--- config.mk ---
export PLATFORM = sky130hd
export DESIGN_NAME = operand_stage
export DESIGN_NICKNAME = d
export VERILOG_FILES = /design/src/rtl/cpu_pkg.sv /design/src/rtl/op_scoreboard.sv /design/src/rtl/operand_stage.sv
export SDC_FILE = /design/constraint.sdc
export NUM_CORES = 1
export LEC_CHECK = 0
export CAP_MARGIN = 5
export CORE_MARGIN = 5
export CORE_UTILIZATION = 44
export CTS_CLUSTER_SIZE = 14
export DETAILED_ROUTE_END_ITERATION = 10
export PLACE_DENSITY = 0.84
export SETUP_SLACK_MARGIN = 0.5
export SLEW_MARGIN = 20
export SYNTH_ARGS = -nofsm -noshare
export SYNTH_HDL_FRONTEND = slang
export SYNTH_HIERARCHICAL = 1
export SYNTH_SLANG_ARGS = --single-unit
--- constraint.sdc ---
create_clock -name clk -period 4.84 [get_ports clk]
set_clock_uncertainty 0.2 [all_clocks]
set_input_delay 0.726 -clock clk [delete_from_list [all_inputs] [get_ports clk]]
set_output_delay 0.726 -clock clk [all_outputs]
set_load 0.05 [all_outputs]
--- src/rtl/cpu_pkg.sv ---
// Shared core definitions: default datapath widths and the operand bundle
// handed from the operand stage to execute.
package cpu_pkg;

   localparam int DEF_WIDTH   = 8;
   localparam int DEF_REGBITS = 5;
   localparam int DEF_NREGS   = 8;
   localparam int DEF_CTRLW   = 8;

   typedef struct packed {
      logic [DEF_WIDTH-1:0]   a;
      logic [DEF_WIDTH-1:0]   b;
      logic [DEF_REGBITS-1:0] dest;
      logic                   wr;
      logic [DEF_CTRLW-1:0]   ctrl;
   } op_bundle_t;

   // True for an implemented, non-zero register index.
   function automatic logic idx_live(input int idx, input int nregs);
      return (idx != 0) && (idx < nregs);
   endfunction

endpackage

--- src/rtl/op_scoreboard.sv ---
// Pending-write bit per implemented register; set when a writer leaves for
// execute, cleared at writeback, queried for three indices at once.
module op_scoreboard
   import cpu_pkg::*;
#(
   parameter int REGBITS = DEF_REGBITS,
   parameter int NREGS   = DEF_NREGS
) (
   input  logic                    clk,
   input  logic                    rst_n,
   input  logic                    set_i,
   input  logic [REGBITS-1:0]      set_idx_i,
   input  logic                    clr_i,
   input  logic [REGBITS-1:0]      clr_idx_i,
   input  logic [2:0][REGBITS-1:0] q_idx_i,
   output logic [2:0]              q_sb_o
);

   logic [NREGS-1:0] sb_q;
   logic [NREGS-1:0] sb_d;

   // Register 0 is skipped; set is applied last so it wins a collision.
   always_comb begin
      sb_d = sb_q;
      for (int i = 1; i < NREGS; i++) begin
         if (clr_i && clr_idx_i == REGBITS'(i)) sb_d[i] = 1'b0;
         if (set_i && set_idx_i == REGBITS'(i)) sb_d[i] = 1'b1;
      end
   end

   always_comb begin
      q_sb_o = '0;
      for (int k = 0; k < 3; k++) begin
         for (int i = 1; i < NREGS; i++) begin
            if (q_idx_i[k] == REGBITS'(i)) q_sb_o[k] = sb_q[i];
         end
      end
   end

   always_ff @(posedge clk or negedge rst_n) begin
      if (!rst_n) begin
         sb_q <= '0;
      end else begin
         sb_q <= sb_d;
      end
   end

endmodule

--- src/rtl/operand_stage.sv ---
// Register-read / issue stage with RAW/WAW hazard stalls.
// Define OPSTAGE_WB_BYPASS_EN to forward same-cycle writeback data.
module operand_stage
   import cpu_pkg::*;
#(
   parameter int WIDTH   = DEF_WIDTH,
   parameter int REGBITS = DEF_REGBITS,
   parameter int NREGS   = DEF_NREGS,
   parameter int CTRLW   = DEF_CTRLW
) (
   input  logic               clk,
   input  logic               rst_n,
   input  logic               in_valid,
   output logic               in_ready,
   input  logic [REGBITS-1:0] in_ra1,
   input  logic [REGBITS-1:0] in_ra2,
   input  logic               in_use1,
   input  logic               in_use2,
   input  logic [REGBITS-1:0] in_dest,
   input  logic               in_wr,
   input  logic [CTRLW-1:0]   in_ctrl,
   output logic [REGBITS-1:0] rf_ra1,
   output logic [REGBITS-1:0] rf_ra2,
   input  logic [WIDTH-1:0]   rf_rd1,
   input  logic [WIDTH-1:0]   rf_rd2,
   input  logic               wb_regwrite,
   input  logic [REGBITS-1:0] wb_wa,
   input  logic [WIDTH-1:0]   wb_wd,
   input  logic               flush,
   output logic               out_valid,
   input  logic               out_ready,
   output logic [WIDTH-1:0]   out_a,
   output logic [WIDTH-1:0]   out_b,
   output logic [REGBITS-1:0] out_dest,
   output logic               out_wr,
   output logic [CTRLW-1:0]   out_ctrl
);

   logic               valid_q, valid_d;
   logic [WIDTH-1:0]   a_q, a_d;
   logic [WIDTH-1:0]   b_q, b_d;
   logic [REGBITS-1:0] dest_q, dest_d;
   logic               wr_q, wr_d;
   logic [CTRLW-1:0]   ctrl_q, ctrl_d;

   logic                    in_fire;
   logic                    out_fire;
   logic [2:0][REGBITS-1:0] q_idx;
   logic [2:0]              q_sb;
   logic [2:0]              held;
   logic [2:0]              pend;
   logic [1:0]              byp;
   logic                    raw1, raw2, waw;

   assign rf_ra1 = in_ra1;
   assign rf_ra2 = in_ra2;

   // Slot 0: source 1, slot 1: source 2, slot 2: destination.
   assign q_idx = {in_dest, in_ra2, in_ra1};

   op_scoreboard #(
      .REGBITS (REGBITS),
      .NREGS   (NREGS)
   ) u_sb (
      .clk       (clk),
      .rst_n     (rst_n),
      .set_i     (out_fire & ~flush & wr_q),
      .set_idx_i (dest_q),
      .clr_i     (wb_regwrite),
      .clr_idx_i (wb_wa),
      .q_idx_i   (q_idx),
      .q_sb_o    (q_sb)
   );

   always_comb begin
      held = '0;
      pend = '0;
      for (int k = 0; k < 3; k++) begin
         held[k] = valid_q & wr_q & (dest_q == q_idx[k])
                 & (q_idx[k] != '0);
         pend[k] = idx_live(int'(q_idx[k]), NREGS)
                 & (q_sb[k] | held[k]);
      end
   end

`ifdef OPSTAGE_WB_BYPASS_EN
   // Only a scoreboard writer can be forwarded; the held bundle has not
   // reached writeback yet.
   always_comb begin
      byp = '0;
      for (int k = 0; k < 2; k++) begin
         byp[k] = q_sb[k] & ~held[k] & wb_regwrite
                & (wb_wa == q_idx[k]);
      end
   end
`else
   assign byp = '0;
`endif

   assign raw1 = in_use1 & pend[0] & ~byp[0];
   assign raw2 = in_use2 & pend[1] & ~byp[1];
   assign waw  = in_wr & pend[2];

   assign in_ready = (~valid_q | out_ready) & ~raw1 & ~raw2
                   & ~waw & ~flush;
   assign in_fire  = in_valid & in_ready;
   assign out_fire = valid_q & out_ready;

   always_comb begin
      valid_d = valid_q;
      a_d     = a_q;
      b_d     = b_q;
      dest_d  = dest_q;
      wr_d    = wr_q;
      ctrl_d  = ctrl_q;
      if (flush) begin
         valid_d = 1'b0;
      end else if (in_fire) begin
         valid_d = 1'b1;
         a_d     = byp[0] ? wb_wd : rf_rd1;
         b_d     = byp[1] ? wb_wd : rf_rd2;
         dest_d  = in_dest;
         wr_d    = in_wr;
         ctrl_d  = in_ctrl;
      end else if (out_fire) begin
         valid_d = 1'b0;
      end
   end

   always_ff @(posedge clk or negedge rst_n) begin
      if (!rst_n) begin
         valid_q <= 1'b0;
         a_q     <= '0;
         b_q     <= '0;
         dest_q  <= '0;
         wr_q    <= 1'b0;
         ctrl_q  <= '0;
      end else begin
         valid_q <= valid_d;
         a_q     <= a_d;
         b_q     <= b_d;
         dest_q  <= dest_d;
         wr_q    <= wr_d;
         ctrl_q  <= ctrl_d;
      end
   end

   assign out_valid = valid_q;
   assign out_a     = a_q;
   assign out_b     = b_q;
   assign out_dest  = dest_q;
   assign out_wr    = wr_q;
   assign out_ctrl  = ctrl_q;

endmodule

# Yosys cells after proc, flatten, opt, wreduce, memory -nomap -nowiden
# Index checks and enable logic that the tools add are counted.
[word_totals]
word_cells = 154
in_bits = 61
regBits = 38
output_inout_bits = 42
[classes]
n_eq_ne = 38
muxes = 38
reduce_logical = 32
magnitude_cmp = 3
n_bitwise = 30
[op_table]
columns = ["op", "n"]
rows = [
  ["$eq 5x3->1 const B", 20],
  ["$eq 5x2->1 const B", 10],
  ["$mux 1", 38],
  ["$reduce_bool 5->1", 6],
  ["$eq 5x1->1 const B", 5],
  ["$and 1x1->1", 21],
  ["$logic_and 1x1->1", 17],
  ["$eq 5x5->1", 3],
  ["$lt 5x4->1 const B", 3],
  ["$reduce_bool 2->1", 7],
  ["$not 1->1", 5],
  ["$or 1x1->1", 4],
  ["$reduce_bool 3->1", 1],
  ["$reduce_and 2->1", 1],
]

# Logic depth before layout (Yosys ltp)
# Gate-level depths: netlist (run 1).
[depth]
ltp_word = 19
mapped_depth = 9
mapped_depth_nobuf = 8

# By module
# The synthesis (run 1) kept the hierarchy.
[by_module_without_submodules]
columns = ["module", "instances", "seq_area_each_um2", "cells_each", "area_each_um2"]
rows = [
  ["operand_stage", 1, 775.7, 111, 1591.5],
  ["op_scoreboard", 1, 175.2, 49, 530.5],
]

# Worst setup path after synthesis (run 1)
# OpenSTA, ideal clock, no wires.
[synth_path]
path_kind = "input to output"
start = "input port in_ra2[2]"
end = "output port in_ready"
cell_stages = 7
t_required_ps = 3914
setup_slack_ps = 988
n_path_buf = 0
arrival_ps = 2926
cell_sequence = "mux2_2 > a221oi_1 > a2111oi_2 > inv_1 > a21oi_1 > o2111a_1 > nor3_1"
[synth_between]
elab_chain_len = 15
word_cells_on_any_way = 28
cone_classes = "1 x order compare; 8 x eq/ne; 7 x mux; 9 x bitwise; 3 x reduce/logical"
[synth_lines]
columns = ["element", "line", "rtl"]
rows = [
  ["start, declared", "operand_stage.sv:16", "input logic [REGBITS-1:0] in_ra2,"],
  ["$eq 5x1->1", "op_scoreboard.sv:35", "if (q_idx_i[k] == REGBITS'(i)) q_sb_o[k] = sb_q[i];"],
  ["$mux 1 (6 in a row)", "op_scoreboard.sv:35", ""],
  ["$mux 1 *", "op_scoreboard.sv:35", ""],
  ["named net q_sb[1]", "operand_stage.sv:49", "logic [2:0] q_sb;"],
  ["$or 1x1->1 *", "operand_stage.sv:82", "& (q_sb[k] | held[k]);"],
  ["$and 1x1->1 *", "operand_stage.sv:82", ""],
  ["$and 1x1->1 *", "operand_stage.sv:101", "assign raw2 = in_use2 & pend[1] & ~byp[1];"],
  ["$not 1->1 *", "operand_stage.sv:104", "assign in_ready = (~valid_q | out_ready) & ~raw1 & ~raw2"],
  ["$and 1x1->1 *", "operand_stage.sv:104", ""],
  ["$and 1x1->1 * (2 in a row)", "operand_stage.sv:105", "& ~waw & ~flush;"],
  ["end, declared", "operand_stage.sv:14", "output logic in_ready,"],
]
# The timed path passes the listed nets; every way through them passes the cells marked *.

# Final worst setup path (run 1)
[layout_path]
start = "input port in_dest[2]"
end = "output port in_ready"
[layout_between]
elab_chain_len = 14
word_cells_on_any_way = 27
cone_classes = "1 x order compare; 8 x eq/ne; 7 x mux; 8 x bitwise; 3 x reduce/logical"
[layout_lines]
columns = ["element", "line", "rtl"]
rows = [
  ["start, declared", "operand_stage.sv:19", "input logic [REGBITS-1:0] in_dest,"],
  ["$eq 5x1->1", "op_scoreboard.sv:35", ""],
  ["$mux 1 (6 in a row)", "op_scoreboard.sv:35", ""],
  ["$mux 1 *", "op_scoreboard.sv:35", ""],
  ["named net q_sb[2]", "operand_stage.sv:49", ""],
  ["$or 1x1->1 *", "operand_stage.sv:82", ""],
  ["$and 1x1->1 *", "operand_stage.sv:82", ""],
  ["$and 1x1->1 *", "operand_stage.sv:102", "assign waw = in_wr & pend[2];"],
  ["$not 1->1 *", "operand_stage.sv:105", ""],
  ["$and 1x1->1 * (2 in a row)", "operand_stage.sv:105", ""],
]
# Marks and branches as above.

==> run_results.csv, run 1 <==
group,metric,value,unit
routing,wl_met3,577,um
clock_network,cts_buffers,5,
global_route,grt_pass1_vias,1818,
floorplanning,ios,103,
routing,vias,1641,
clock_network,clk_pin_slew,0.07,ns
finish,diodes,0,
sta,max_freq,254.1,MHz
routing,drt_iter0_drc,71,
sta,report.final.slew_viol_count,0,
sta,max_slew_margin,44.83,%
yosys,synth_cell_types,30,
sta,hold_viol_final,0,
clock_network,cts_tree,"done",
floorplanning,die_w,79.45,um
clock_network,cts.sinks,38,
sta,layout_setup_ws,0.9046,ns
clock_network,cts_resized,0,
placed_design,place_congestion,0.8219,
finish,finalInstanceArea,0.003132,mm^2
clock_network,clock-root-buffer,"clkbuf_8",
global_route,grt_overflow,0,
global_route,grt_pass1_wl,8804,um
sta,setup_viol,0,
placed_design,place_ws,0.8059,ns
routing,final_antenna_net_count,0,
routing,drc,0,
yosys,avgSynthCellArea,13.26,um^2
yosys,postSynthCellCount,160,
worst_setup_path,critPathArrivalTime,3.01,ns
floorplanning,dieArea,0.006312,mm^2
worst_setup_path,cp_max_fo,6,
finish,fillers,348,
finish,drive_gt1_share,20.00,%
worst_setup_path,end_kind,"output port",
yosys,ys.flop_type,"dfrtp_1",
floorplanning,num_rows,25,
sta,finalCriticalPeriod,3.935,ns
clock_network,cts_setup_buffers,0,
clock_network,htree_levels,2,
global_route,track_usage,17.97,%
routing,first_pass_iters,4,
run,maxCapViolCount,0,
floorplanning,die_h,79.45,um
finish,areaGrowthSynthToFinish,47.58,%
routing,totalWireLength,5291,um
power_and_ir_drop,p_leak,1.340,nW
clock_network,cts_max_path_buffers,2,
routing,wl_met1,2156,um
yosys,synth_seq_cells,38,
routing,wl_met2,2403,um
yosys,synth-edff-count,0,
placed_design,io_buffers,94,
finish,final_net_count,310,
clock_network,hold_buffers,0,
placed_design,placed_area,0.003022,mm^2
placed_design,dp_hpwl,3925,um
power_and_ir_drop,p_per_area,371.8,mW/mm^2
clock_network,clock_latency,0.29,ns
power_and_ir_drop,ir_worst_vdd,0.0002938,V
hold_path,hold_class,"flip-flop to flip-flop",
yosys,ys_seq_area_share,44.81,%
sta,fin_crit_sh,81.31,%
global_route,antenna_found_initial,0,
yosys,synthArstFlopShare,100.0,%
routing,vias_per_cell,5.398,
worst_setup_path,worstSetupPathType,"primary input to output port",
yosys,syn_nets,221,
global_route,grt_max_degree,39,
sta,tightest_slew,0.8276,ns
routing,top_layer_used,"met4",
worst_setup_path,cp_slowest_cell,"clkdlybuf4s50_1",
worst_setup_path,path_cells,"clkdlybuf4s50_1 > mux2_2 > a221oi_1 > nor4_1 > inv_1 > a21oi_1 > o2111ai_1 > nand2_1 > nor3_1 > buf_4",
sta,rsz0062_at_grt,"false",
worst_setup_path,worstPathRequired,3.91,ns
yosys,yosys_warnings,6,
floorplanning,start_util,45.23,%
worst_setup_path,max_stage_delay,0.62,ns
routing,avgRoutedWirePerCell,17.40,um
yosys,syn_area,0.002122,mm^2
sta,tns,0,ns
worst_setup_path,cp-start-kind,"primary input",
status,status,"finished clean",
floorplanning,coreArea,0.004692,mm^2
## Yosys cell counts (3+ instances only)
master,number,area share [%]
nor2b_1,3,0.88
buf_4,10,3.5
a41o_1,3,1.4
mux2_2,4,2.1
a221oi_1,3,1.2
nand2b_1,7,2.1
o21ai_0,12,2.8
dfrtp_1,38,45
a21oi_1,4,0.94
buf_6,3,1.6
mux2_4,29,21
nor2_1,6,1.1
nand2_1,4,0.71
xnor2_1,6,2.5
inv_1,7,1.2
## layer usage
| layer | vias up | GRT usage (%) |
|---|---|---|
| li1 | 765 | - |
| met1 | 783 | 20.78 |
| met2 | 79 | 27.71 |
| met3 | 14 | 8.352 |
| met4 | 0 | 9.278 |
| met5 | - | 0 |
## worst max-delay path, delay by kind of cell
kind	cells	cell delay (ns)
simple gates	3	0.33
buf+inv	3	0.91
mux	1	0.37
compound gates	3	0.68
## registers in the layout (all words and copies together), names as in the netlist
signal	flops
u_sb/sb_q	7
out_a	8
out_wr	1
out_ctrl	8
out_b	8
out_dest	5
out_valid	1
## where the power goes
group / total, mW / switching, mW / internal, mW / leakage, nW
clock: 0.255 / 0.111 / 0.144 / 0.0575
sequential: 0.421 / 0.0505 / 0.370 / 0.462
combinational: 0.489 / 0.272 / 0.216 / 0.820
total: 1.16 / 0.434 / 0.731 / 1.34
## layout by cell type, fill, tap and decap left out, types with 2 or more instances in the layout
cell / instances
a2111oi_2: 2
a21oi_1: 4
a221oi_1: 3
a41o_1: 3
buf_4: 2
clkbuf_8: 8
clkdlybuf4s50_1: 92
dfrtp_1: 38
inv_1: 7
mux2_2: 4
mux2_4: 29
mux4_1: 2
nand2_1: 4
nand2b_1: 7
nand4bb_1: 2
nor2_1: 6
nor2b_1: 3
o2111a_1: 2
o21ai_0: 12
o31ai_1: 2
or4b_1: 2
xnor2_1: 6
## worst paths after layout
kind / startpoint / end / slack, ns / cells past startpoint
min in group asynchronous: rst_n / out_a[6] / 0.33 / 1
worst min-delay path: out_ctrl[3] / out_ctrl[3] / 0.31 / 1
worst min register to register: out_ctrl[3] / out_ctrl[3] / 0.31 / 1
worst max-delay path: in_dest[2] / in_ready / 0.90 / 10
worst max register to register: u_sb/sb_q[5] / out_ctrl[6] / 1.79 / 9
max in group asynchronous: rst_n / u_sb/sb_q[4] / 3.59 / 1
## layout make-up
cell class	instances	area, um^2	share of cell area, %
clock buffer	8	110.1	3.516
tap	54	67.56	2.157
multi-input combinational	102	1036	33.08
timing repair buffer	95	940.9	30.04
sequential	38	950.9	30.36
inverter	7	26.28	0.8390
## logic make-up after synthesis
family          share of synthesized area [%]
compound gates                          10.44
xor+xnor                                2.476
buf+inv                                 6.368
flops                                   44.81
mux                                     26.18
simple gates                            9.728
## metrics by stage
stage / util, % / total power, mW / hold WS, ns / std cells
after floorplan: - / 0.7319 / 0.2304 / 160
after global placement: 64.40 / 0.9082 / 0.2896 / 296
after detailed placement: 64.40 / 0.9152 / 0.2927 / 296
after CTS: 66.75 / 1.175 / 0.3177 / 304
after global routing: 66.75 / 1.214 / 0.3380 / 304
final: 66.75 / 1.164 / 0.3149 / 304
Note: power is estimated with default switching activity, not from simulation.
==> run 2: changes to the inputs <==
CORE_UTILIZATION = 41   (was 44)
PLACE_DENSITY = 0.79   (was 0.84)
clock period = 3.7 ns   (was 4.84 ns; I/O delays follow)
==> run 2 against run 1 <==
Effect of this change:
- via count rose by 0.67%
- die area rose by 6.4%
- critical path depth did not move
- critical endpoint unchanged
- largest power group unchanged
- first-iteration DRC count rose by 20%
- largest cell class unchanged
- final area rose by 4.4%
- power rose by 26%
==> run_results.csv, run 2 (same netlist as run 1, synthesis figures left out) <==
group,metric,value,unit
finish,final_cell_mix,"clkdlybuf4s50_1 (86), dfrtp_1 (38), mux2_4 (30), o21ai_0 (12)",
clock_network,cts_max_path_buffers,2,
floorplanning,coreArea,0.005075,mm^2
status,status,"finished clean",
finish,layout_commonest_cell,"clkdlybuf4s50_1",
sta,finalCriticalPeriod,3.096,ns
routing,vias,1652,
floorplanning,die_w,81.94,um
floorplanning,dieArea,0.006714,mm^2
placed_design,place_congestion,0.8199,
global_route,grt_pass1_vias,1786,
clock_network,cts_buffers,5,
clock_network,cts.sinks,38,
sta,fin_crit_sh,83.66,%
clock_network,clock_latency,0.29,ns
sta,tns,0,ns
floorplanning,start_util,41.81,%
global_route,grt_overflow,0,
worst_setup_path,worstSetupPathType,"primary input to output port",
power_and_ir_drop,p_leak,1.379,nW
sta,max_slew_margin,45.75,%
worst_setup_path,cp-start-kind,"primary input",
sta,max_freq,323.0,MHz
worst_setup_path,critPathArrivalTime,2.34,ns
routing,vias_per_cell,5.052,
clock_network,cts_tree,"done",
floorplanning,die_h,81.94,um
sta,hold_viol_final,0,
global_route,antenna_found_initial,0,
placed_design,dp_hpwl,4162,um
finish,diodes,0,
hold_path,hold_class,"primary input to async pin",
power_and_ir_drop,ir_worst_vdd,0.0003034,V
sta,setup_viol,0,
run,maxCapViolCount,0,
worst_setup_path,worstPathRequired,2.94,ns
routing,totalWireLength,5554,um
clock_network,htree_levels,2,
worst_setup_path,cp_max_fo,2,
clock_network,clk_pin_slew,0.07,ns
routing,avgRoutedWirePerCell,16.98,um
worst_setup_path,end_kind,"output port",
sta,rsz0062_at_grt,"false",
sta,report.final.slew_viol_count,0,
routing,drt_iter0_drc,85,
floorplanning,ios,103,
power_and_ir_drop,totalPowerFinal,1.472,mW
routing,drc,0,
clock_network,hold_buffers,0,
finish,areaGrowthSynthToFinish,54.13,%
routing,final_antenna_net_count,0,
finish,drive_gt1_share,25.68,%
finish,final_net_count,318,
placed_design,io_buffers,94,
floorplanning,num_rows,26,
routing,first_pass_iters,4,
global_route,track_usage,17.40,%
sta,tightest_slew,0.8138,ns
global_route,grt_pass1_wl,8763,um
power_and_ir_drop,p_per_area,450.0,mW/mm^2
clock_network,clock-root-buffer,"clkbuf_8",
global_route,grt_max_degree,39,
==> run 2: timing repair <==
item	CTS	global route
endpoints found under the setup margin	31	10
buffers inserted	2	0
gates resized for setup	17	8
pin swaps	7	6
==> run 2: stage by stage <==
stage          setup slack (ns)  utilization, %  instance area, um^2  hold slack, ns  instances
2_1_floorplan            0.6036               -                 2127         0.05941        160
3_3_place_gp            0.06179           61.42                 3117          0.2894        318
3_5_place_dp            0.03406           61.42                 3117          0.2922        318
4_1_cts                  0.5190           64.20                 3258          0.1857        327
5_1_grt                  0.4665           64.45                 3271          0.2382        327
6_report                 0.6045           64.45                 3271          0.1586        327
==> run 2: path summary, 6_finish.rpt <==
check | endpoint | from | depth (start not counted) | slack (ns)
setup / recovery | in_ready | in_dest[0] | 10 | 0.60
hold / removal | out_ctrl[4] | rst_n | 1 | 0.16
setup reg to reg | out_a[0] | u_sb/sb_q[7] | 11 | 0.78
hold reg to reg | out_b[7] | out_b[7] | 1 | 0.31
max in group asynchronous | u_sb/sb_q[5] | rst_n | 1 | 2.63
min in group clk | out_b[7] | out_b[7] | 1 | 0.31
==> run 2: critical path, stage by stage <==
cell and delay, ns:
dlygate4sd2_1 0.25, mux4_2 0.53, nor2b_2 0.14, nor4_2 0.06, inv_1 0.05, a21oi_1 0.06, o2111ai_1 0.24, nand2_1 0.12
nor3_4 0.16, buf_12 0.16
==> run 2: final cells by class <==
| cell class | count | area, um^2 |
|---|---|---|
| repair buffers | 103 | 1016 |
| well taps | 70 | 87.58 |
| fillers | 401 | 1804 |
| multi-input cells | 102 | 1114 |
| clock buffers | 7 | 76.32 |
| inverters | 7 | 26.28 |
| flip-flops and latches | 38 | 950.9 |
==> run 2: where the power goes <==
part           internal (mW)  switching [mW]  total [mW]
combinational          0.293           0.366       0.659
clock                  0.130           0.129       0.259
sequential             0.485          0.0687       0.554
total                  0.908           0.564        1.47
==> run 2: per-layer routing <==
layer | global-route usage (%) | routed length [um]
met4 | 6.146 | 70
met1 | 20.93 | 2298
met2 | 27.38 | 2524
met5 | 0 | 0
met3 | 8.004 | 660
